**config.mk**
```make
export PLATFORM = sky130hd
export DESIGN_NAME = piso_flat
export DESIGN_NICKNAME = d
export VERILOG_FILES = /design/src/rtl/piso_pkg.sv /design/src/rtl/piso_if.sv /design/src/rtl/piso_hold_buf.sv /design/src/rtl/piso.sv /design/src/flat_wrapper.sv
export SDC_FILE = /design/constraint.sdc
export NUM_CORES = 1
export LEC_CHECK = 0
export ABC_AREA = 1
export ABC_CLOCK_PERIOD_IN_PS = 1300
export CORE_AREA = 2 2 39 41
export CTS_BUF_LIST = sky130_fd_sc_hd__clkbuf_16
export DETAILED_ROUTE_END_ITERATION = 7
export DIE_AREA = 0 0 41 43
export GPL_TIMING_DRIVEN = 1
export PLACE_DENSITY = 0.82
export SETUP_SLACK_MARGIN = 0.05
export SYNTH_ARGS = -nofsm -noshare
export SYNTH_HDL_FRONTEND = slang
export SYNTH_SLANG_ARGS = --single-unit
```
**constraint.sdc**
```tcl
create_clock -name clk -period 1.3 [get_ports clk]
set_clock_uncertainty 0.1 [all_clocks]
set_input_delay 0.195 -clock clk [delete_from_list [all_inputs] [get_ports clk]]
set_output_delay 0.195 -clock clk [all_outputs]
set_load 0.005 [all_outputs]
```
**src/rtl/piso_pkg.sv**
```systemverilog
`default_nettype none
// +----------------------------------------------------------------------+
// | Module   : piso_pkg                                                  |
// | Purpose  : Shared types and constants for the parallel-in/serial-out |
// |            transmitter (state encoding, default word width).         |
// | Ports    : none (package)                                            |
// | Revision : 1.0 - initial release                                     |
// +----------------------------------------------------------------------+
package piso_pkg;

  localparam int PISO_WIDTH_DEFAULT = 4;

  typedef enum logic [0:0] {
    IDLE  = 1'b0,
    SHIFT = 1'b1
  } piso_state_e;

endpackage : piso_pkg
`default_nettype wire

```
**src/rtl/piso_if.sv**
```systemverilog
`default_nettype none
// +----------------------------------------------------------------------+
// | Module   : piso_if                                                   |
// | Purpose  : Word handshake (in) and qualified serial stream (out) of  |
// |            the piso transmitter.                                     |
// | Ports    : in_valid/p_in/in_ready - parallel word handshake          |
// |            out_valid/s_out       - serial bit plus qualifier         |
// |            modport master : word source / serial sink side           |
// |            modport slave  : transmitter side                         |
// | Revision : 1.0 - initial release                                     |
// +----------------------------------------------------------------------+
interface piso_if
  import piso_pkg::*;
#(
  parameter int WIDTH = PISO_WIDTH_DEFAULT
);

  logic             in_valid;
  logic [WIDTH-1:0] p_in;
  logic             in_ready;
  logic             out_valid;
  logic             s_out;

  modport master (
    output in_valid,
    output p_in,
    input  in_ready,
    input  out_valid,
    input  s_out
  );

  modport slave (
    input  in_valid,
    input  p_in,
    output in_ready,
    output out_valid,
    output s_out
  );

endinterface : piso_if
`default_nettype wire

```
**src/rtl/piso_hold_buf.sv**
```systemverilog
`default_nettype none
// +----------------------------------------------------------------------+
// | Module   : piso_hold_buf                                             |
// | Purpose  : One-entry holding register that parks the next word      |
// |            while the current word is still shifting out.             |
// | Ports    : clk, rst_n      - clock, synchronous active-low reset     |
// |            i_load, i_data  - capture a word, mark entry full         |
// |            i_take          - entry consumed, mark empty              |
// |            o_hold_valid    - entry full                              |
// |            o_data          - stored word                             |
// | Revision : 1.0 - initial release                                     |
// +----------------------------------------------------------------------+
module piso_hold_buf
  import piso_pkg::*;
#(
  parameter int WIDTH = PISO_WIDTH_DEFAULT
) (
  input  logic             clk,
  input  logic             rst_n,
  input  logic             i_load,
  input  logic [WIDTH-1:0] i_data,
  input  logic             i_take,
  output logic             o_hold_valid,
  output logic [WIDTH-1:0] o_data
);

  logic             r_valid;
  logic [WIDTH-1:0] r_data;

  // Load and take are never asserted together by the top (load needs an
  // empty entry, take needs a full one); load wins if they ever coincide.
  always_ff @(posedge clk) begin
    if (!rst_n) begin
      r_valid <= 1'b0;
      r_data  <= '0;
    end else if (i_load) begin
      r_valid <= 1'b1;
      r_data  <= i_data;
    end else if (i_take) begin
      r_valid <= 1'b0;
    end
  end

  assign o_hold_valid = r_valid;
  assign o_data       = r_data;

endmodule : piso_hold_buf
`default_nettype wire

```
**src/rtl/piso.sv**
```systemverilog
`default_nettype none
// +----------------------------------------------------------------------+
// | Module   : piso                                                      |
// | Purpose  : Parallel-in/serial-out transmitter. Accepts WIDTH-bit     |
// |            words on a valid/ready handshake and sends them MSB       |
// |            first, one bit per clock, qualified by out_valid. A       |
// |            one-word holding register allows gap-free back-to-back    |
// |            words.                                                    |
// | Ports    : clk   - clock, rising edge                                |
// |            rst_n - synchronous active-low reset                      |
// |            bus   - piso_if.slave (in_valid, p_in, in_ready,          |
// |                    out_valid, s_out)                                 |
// | Revision : 1.0 - initial release                                     |
// +----------------------------------------------------------------------+
module piso
  import piso_pkg::*;
#(
  parameter int WIDTH = PISO_WIDTH_DEFAULT
) (
  input  logic    clk,
  input  logic    rst_n,
  piso_if.slave   bus
);

  localparam int            CW         = $clog2(WIDTH);
  localparam logic [CW-1:0] c_LAST_CNT = CW'(WIDTH - 1);

  if (WIDTH < 2 || WIDTH > 32) begin : g_width_check
    $error("piso: WIDTH must be in 2..32");
  end

  piso_state_e      r_state;
  logic [WIDTH-1:0] r_sreg;
  logic [CW-1:0]    r_bit_cnt;
  logic             r_out_valid;

  logic             w_hold_valid;
  logic [WIDTH-1:0] w_hold_data;
  logic             w_accept;
  logic             w_last_bit;
  logic             w_hold_load;
  logic             w_hold_take;

  // in_ready depends only on the holding-register flag, so there is no
  // combinational path from in_valid back to in_ready.
  assign w_accept    = bus.in_valid && !w_hold_valid;
  assign w_last_bit  = (r_state == SHIFT) && (r_bit_cnt == c_LAST_CNT);
  // Mid-word accepts are parked; on the last bit an accept (with an empty
  // buffer) goes straight into the shift register instead.
  assign w_hold_load = w_accept && (r_state == SHIFT) && !w_last_bit;
  assign w_hold_take = w_last_bit && w_hold_valid;

  piso_hold_buf #(
    .WIDTH (WIDTH)
  ) u_hold_buf (
    .clk          (clk),
    .rst_n        (rst_n),
    .i_load       (w_hold_load),
    .i_data       (bus.p_in),
    .i_take       (w_hold_take),
    .o_hold_valid (w_hold_valid),
    .o_data       (w_hold_data)
  );

  // The shift register is cleared whenever the FSM returns to IDLE, so its
  // MSB is already 0 outside SHIFT and can drive s_out directly.
  always_ff @(posedge clk) begin
    if (!rst_n) begin
      r_state     <= IDLE;
      r_sreg      <= '0;
      r_bit_cnt   <= '0;
      r_out_valid <= 1'b0;
    end else begin
      case (r_state)
        IDLE: begin
          if (w_accept) begin
            r_sreg      <= bus.p_in;
            r_bit_cnt   <= '0;
            r_state     <= SHIFT;
            r_out_valid <= 1'b1;
          end
        end
        SHIFT: begin
          if (!w_last_bit) begin
            r_sreg    <= {r_sreg[WIDTH-2:0], 1'b0};
            r_bit_cnt <= r_bit_cnt + CW'(1);
          end else if (w_hold_valid) begin
            r_sreg    <= w_hold_data;
            r_bit_cnt <= '0;
          end else if (w_accept) begin
            r_sreg    <= bus.p_in;
            r_bit_cnt <= '0;
          end else begin
            r_state     <= IDLE;
            r_sreg      <= '0;
            r_bit_cnt   <= '0;
            r_out_valid <= 1'b0;
          end
        end
        default: begin
          r_state     <= IDLE;
          r_sreg      <= '0;
          r_bit_cnt   <= '0;
          r_out_valid <= 1'b0;
        end
      endcase
    end
  end

  assign bus.in_ready  = !w_hold_valid;
  assign bus.out_valid = r_out_valid;
  assign bus.s_out     = r_sreg[WIDTH-1];

endmodule : piso
`default_nettype wire

```
**src/flat_wrapper.sv**
```systemverilog
// flat-port wrapper written by rule: the top's interface ports become plain ports
module piso_flat import piso_pkg::*;
#(
  parameter int WIDTH = PISO_WIDTH_DEFAULT
)
  (clk, rst_n, bus_in_valid, bus_p_in, bus_in_ready, bus_out_valid, bus_s_out);
  piso_if #(.WIDTH(WIDTH)) bus_i ();
  input  logic clk;
  input  logic rst_n;
  input wire logic [$bits(bus_i.in_valid)-1:0] bus_in_valid;
  input wire logic [$bits(bus_i.p_in)-1:0] bus_p_in;
  output wire logic [$bits(bus_i.in_ready)-1:0] bus_in_ready;
  output wire logic [$bits(bus_i.out_valid)-1:0] bus_out_valid;
  output wire logic [$bits(bus_i.s_out)-1:0] bus_s_out;
  assign bus_i.in_valid = bus_in_valid;
  assign bus_i.p_in = bus_p_in;
  assign bus_in_ready = bus_i.in_ready;
  assign bus_out_valid = bus_i.out_valid;
  assign bus_s_out = bus_i.s_out;
  piso #(.WIDTH(WIDTH)) u_core (.clk(clk), .rst_n(rst_n), .bus(bus_i));
endmodule
```
==> impl_metrics.csv <==
group,metric,value,unit
floorplan,fp.dieW,41,microns
setup_path,critPathMaxStageDelay,0.34,ns
clock_network,path_clk_slew,0.04,ns
clock_network,postCtsSetupBuffers,0,
power,p_leak,0.399,nW
setup_path,path_delay_family,"flip-flops",
logic_synthesis,synth_top_area_share,42.1,%
clock_network,cts_hold_buf,0,
sta,setup_violations,0,
layout,areaGrowthSynthToFinish,40.3,%
logic_synthesis,ys_seq_area_share,42.1,%
sta,rsz0062_at_grt,"false",
logic_synthesis,synthTopCellsByArea,"dfxtp_1, nand2_1, nor2_1",
global_routing,antenna_found_initial,0,
flow_run,cap_violations,0,
worst_hold_path,hold_class,"in2reg",
place,pre_cts_slack,-0.115,ns
logic_synthesis,yosys.area.top_type,"dfxtp_1",
sta,hold_viol_final,0,
sta,slew_violations,0,
clock_network,cts-root-buf,"clkbuf_16",
logic_synthesis,syn_area,618,sq um
place,dp_hpwl,1100,microns
global_routing,grt_max_degree,10,
logic_synthesis,synth.ff_latch_count,13,
clock_network,cts_tree,"yes",
power,ir_drop,1.10,mV
global_routing,globalRouteOverflowTotal,0,
setup_path,crit_path_max_fanout,2,
detailed_routing,dr.pass1.iters,4,
floorplan,coreArea,1380,sq um
clock_network,worstSkewPairLatency,0.24,ns
setup_path,start_kind,"flip-flop",
place,io_buffers,9,
sta,period_share,90.6,%
setup_path,cp_data_required_time,1.00,ns
floorplan,die_h,43,microns
power,power_density,1390,nW/um^2
setup_path,critPathArrivalTime,0.88,ns
global_routing,grt_pass1_vias,602,
detailed_routing,post-route-drc-count,0,
place,gp_congestion,0.836,
clock_network,clkSinkCount,13,
sta,setup_ws,0.122,ns
global_routing,grt_first_pass_wirelength,2430,microns
global_routing,grt_usage,21.4,%
sta,period_minus_slack,1.18,ns
place,post_dp_cell_area,766,sq um
run_status,status,"finished, final reports clean",
detailed_routing,ant_nets,0,
clock_network,numCtsBuffers,3,
logic_synthesis,synth.avg_cell_area,6.87,sq um
detailed_routing,route.final.wire_length,1450,microns
sta,slew_headroom,80.9,%
detailed_routing,drt_iter0_drc,14,
layout,finalInstanceArea,867,sq um
layout,drive_above_1_share,19.4,%
layout,layout_common_cells,"nand2_1, nor2_1, dfxtp_1, nand3_1",
layout,nets,117,
sta,worst_pin_slew,0.286,ns
clock_network,cts_max_path_buffers,2,
setup_path,critical_path.endpoint_type,"primary output",
setup_path,critPathBufInv,2,
setup_path,crit_slowest_cell,"dfxtp_1",
logic_synthesis,syn_nets,98,
detailed_routing,viasPerCell,5.10,
setup_path,cp_cell_sequence,"inv_2 > dlygate4sd2_1",
detailed_routing,routed-via-count,632,
clock_network,cts_max_level,1,
floorplan,io_pins,10,
sta,hold_ws,0.326,ns
setup_path,critPathKind,"reg2out",
layout,antenna_cells,0,
logic_synthesis,yosys_warnings,0,
logic_synthesis,syn_inst,90,
layout,final_common_cell,"nand2_1",
floorplan,start_util,44.7,%
detailed_routing,wl_per_cell,11.7,microns
logic_synthesis,ys_types,14,
floorplan,design.die.area,1760,sq um
floorplan,rows,14,
sta,fmax,0.849,GHz
-- path summary, 6_finish.rpt --
path	to	slack (ns)	cells after the start	start
max	bus_in_ready	0.12	2	u_core.u_hold_buf.o_hold_valid$_SDFFE_PN0P_
min	u_core.r_state$_SDFF_PN0_	0.33	5	bus_in_valid
max reg2reg	u_core.u_hold_buf.o_data[2]$_SDFFE_PN0P_	0.13	5	u_core.u_hold_buf.o_hold_valid$_SDFFE_PN0P_
min reg2reg	u_core.u_hold_buf.o_data[1]$_SDFFE_PN0P_	0.39	2	u_core.u_hold_buf.o_data[1]$_SDFFE_PN0P_
-- sequential cells by signal, indices dropped and copies added (netlist names) --
register,count
u_core.bus.out_valid,1
u_core.r_bit_cnt,2
u_core.r_sreg,4
u_core.r_state,1
u_core.u_hold_buf.o_data,4
u_core.u_hold_buf.o_hold_valid,1
-- power by group --
| part | internal [mW] | leakage [nW] | switching, mW |
|---|---|---|---|
| clock network | 0.405 | 0.0423 | 0.167 |
| logic | 0.0842 | 0.249 | 0.0962 |
| registers | 0.434 | 0.107 | 0.0222 |
| total | 0.923 | 0.399 | 0.285 |
-- logic make-up after synthesis --
family | after synthesis | share of synthesized area (%)
AO/OA/AOI/OAI | 18 | 15.2
flip-flops | 13 | 42.1
AND/OR/NAND/NOR | 50 | 35.6
buffers and inverters | 8 | 5.06
adder cells (fa/ha/maj) | 1 | 2.02
-- routing by layer --
layer / routed length (microns) / GRT usage, % / vias up
li1: - / - / 332
met3: 86 / 8.38 / 7
met4: 52 / 14.0 / 0
met1: 652 / 24.3 / 276
met2: 663 / 31.6 / 17
met5: 0 / 0 / -
-- worst reg2reg max path, cell delays in order (launching register included) --
cell     delay (ns)
dfxtp_1        0.32
buf_4          0.16
nor2_2         0.14
nand2_2        0.12
o21ai_0        0.18
nor2_1         0.05
-- layout make-up --
cell class | instances | area, sq um
Tap cell | 16 | 20.0
Clock inverter | 1 | 3.75
Multi-Input combinational cell | 69 | 344
Clock buffer | 3 | 75.1
Fill cell | 111 | 517
Sequential cell | 13 | 262
Inverter | 8 | 32.5
Timing Repair Buffer | 14 | 130
-- repair_timing --
item                                    in CTS  in global routing
endpoints found under the setup margin       7                  9
hold endpoints to repair                     0                  0
pin swaps                                    1                  2
resized for setup                            3                 10
-- synthesized netlist by cell type --
cell type and instances:
nand2_1 23, nor2_1 14, dfxtp_1 13, o21ai_0 10, nand3_1 8, a21oi_1 7
inv_2 4, inv_1 3, nand2_4 2, nor2_2 2, a21oi_2 1, clkinv_2 1
ha_1 1, nand2_2 1
-- per-stage QoR --
| step | total power [mW] | util [%] | std cells | TNS [ns] |
|---|---|---|---|---|
| final | 1.21 | 62.7 | 124 | 0 |
| after global routing | 1.26 | 62.7 | 124 | 0 |
| after CTS | 1.21 | 60.8 | 124 | 0 |
| after detailed placement | 0.638 | 55.3 | 120 | -0.902 |
| after global placement | 0.632 | 55.3 | 120 | -0.672 |
| after floorplan | 0.555 | - | 90 | 0 |
(Power assumes the default switching activity.)
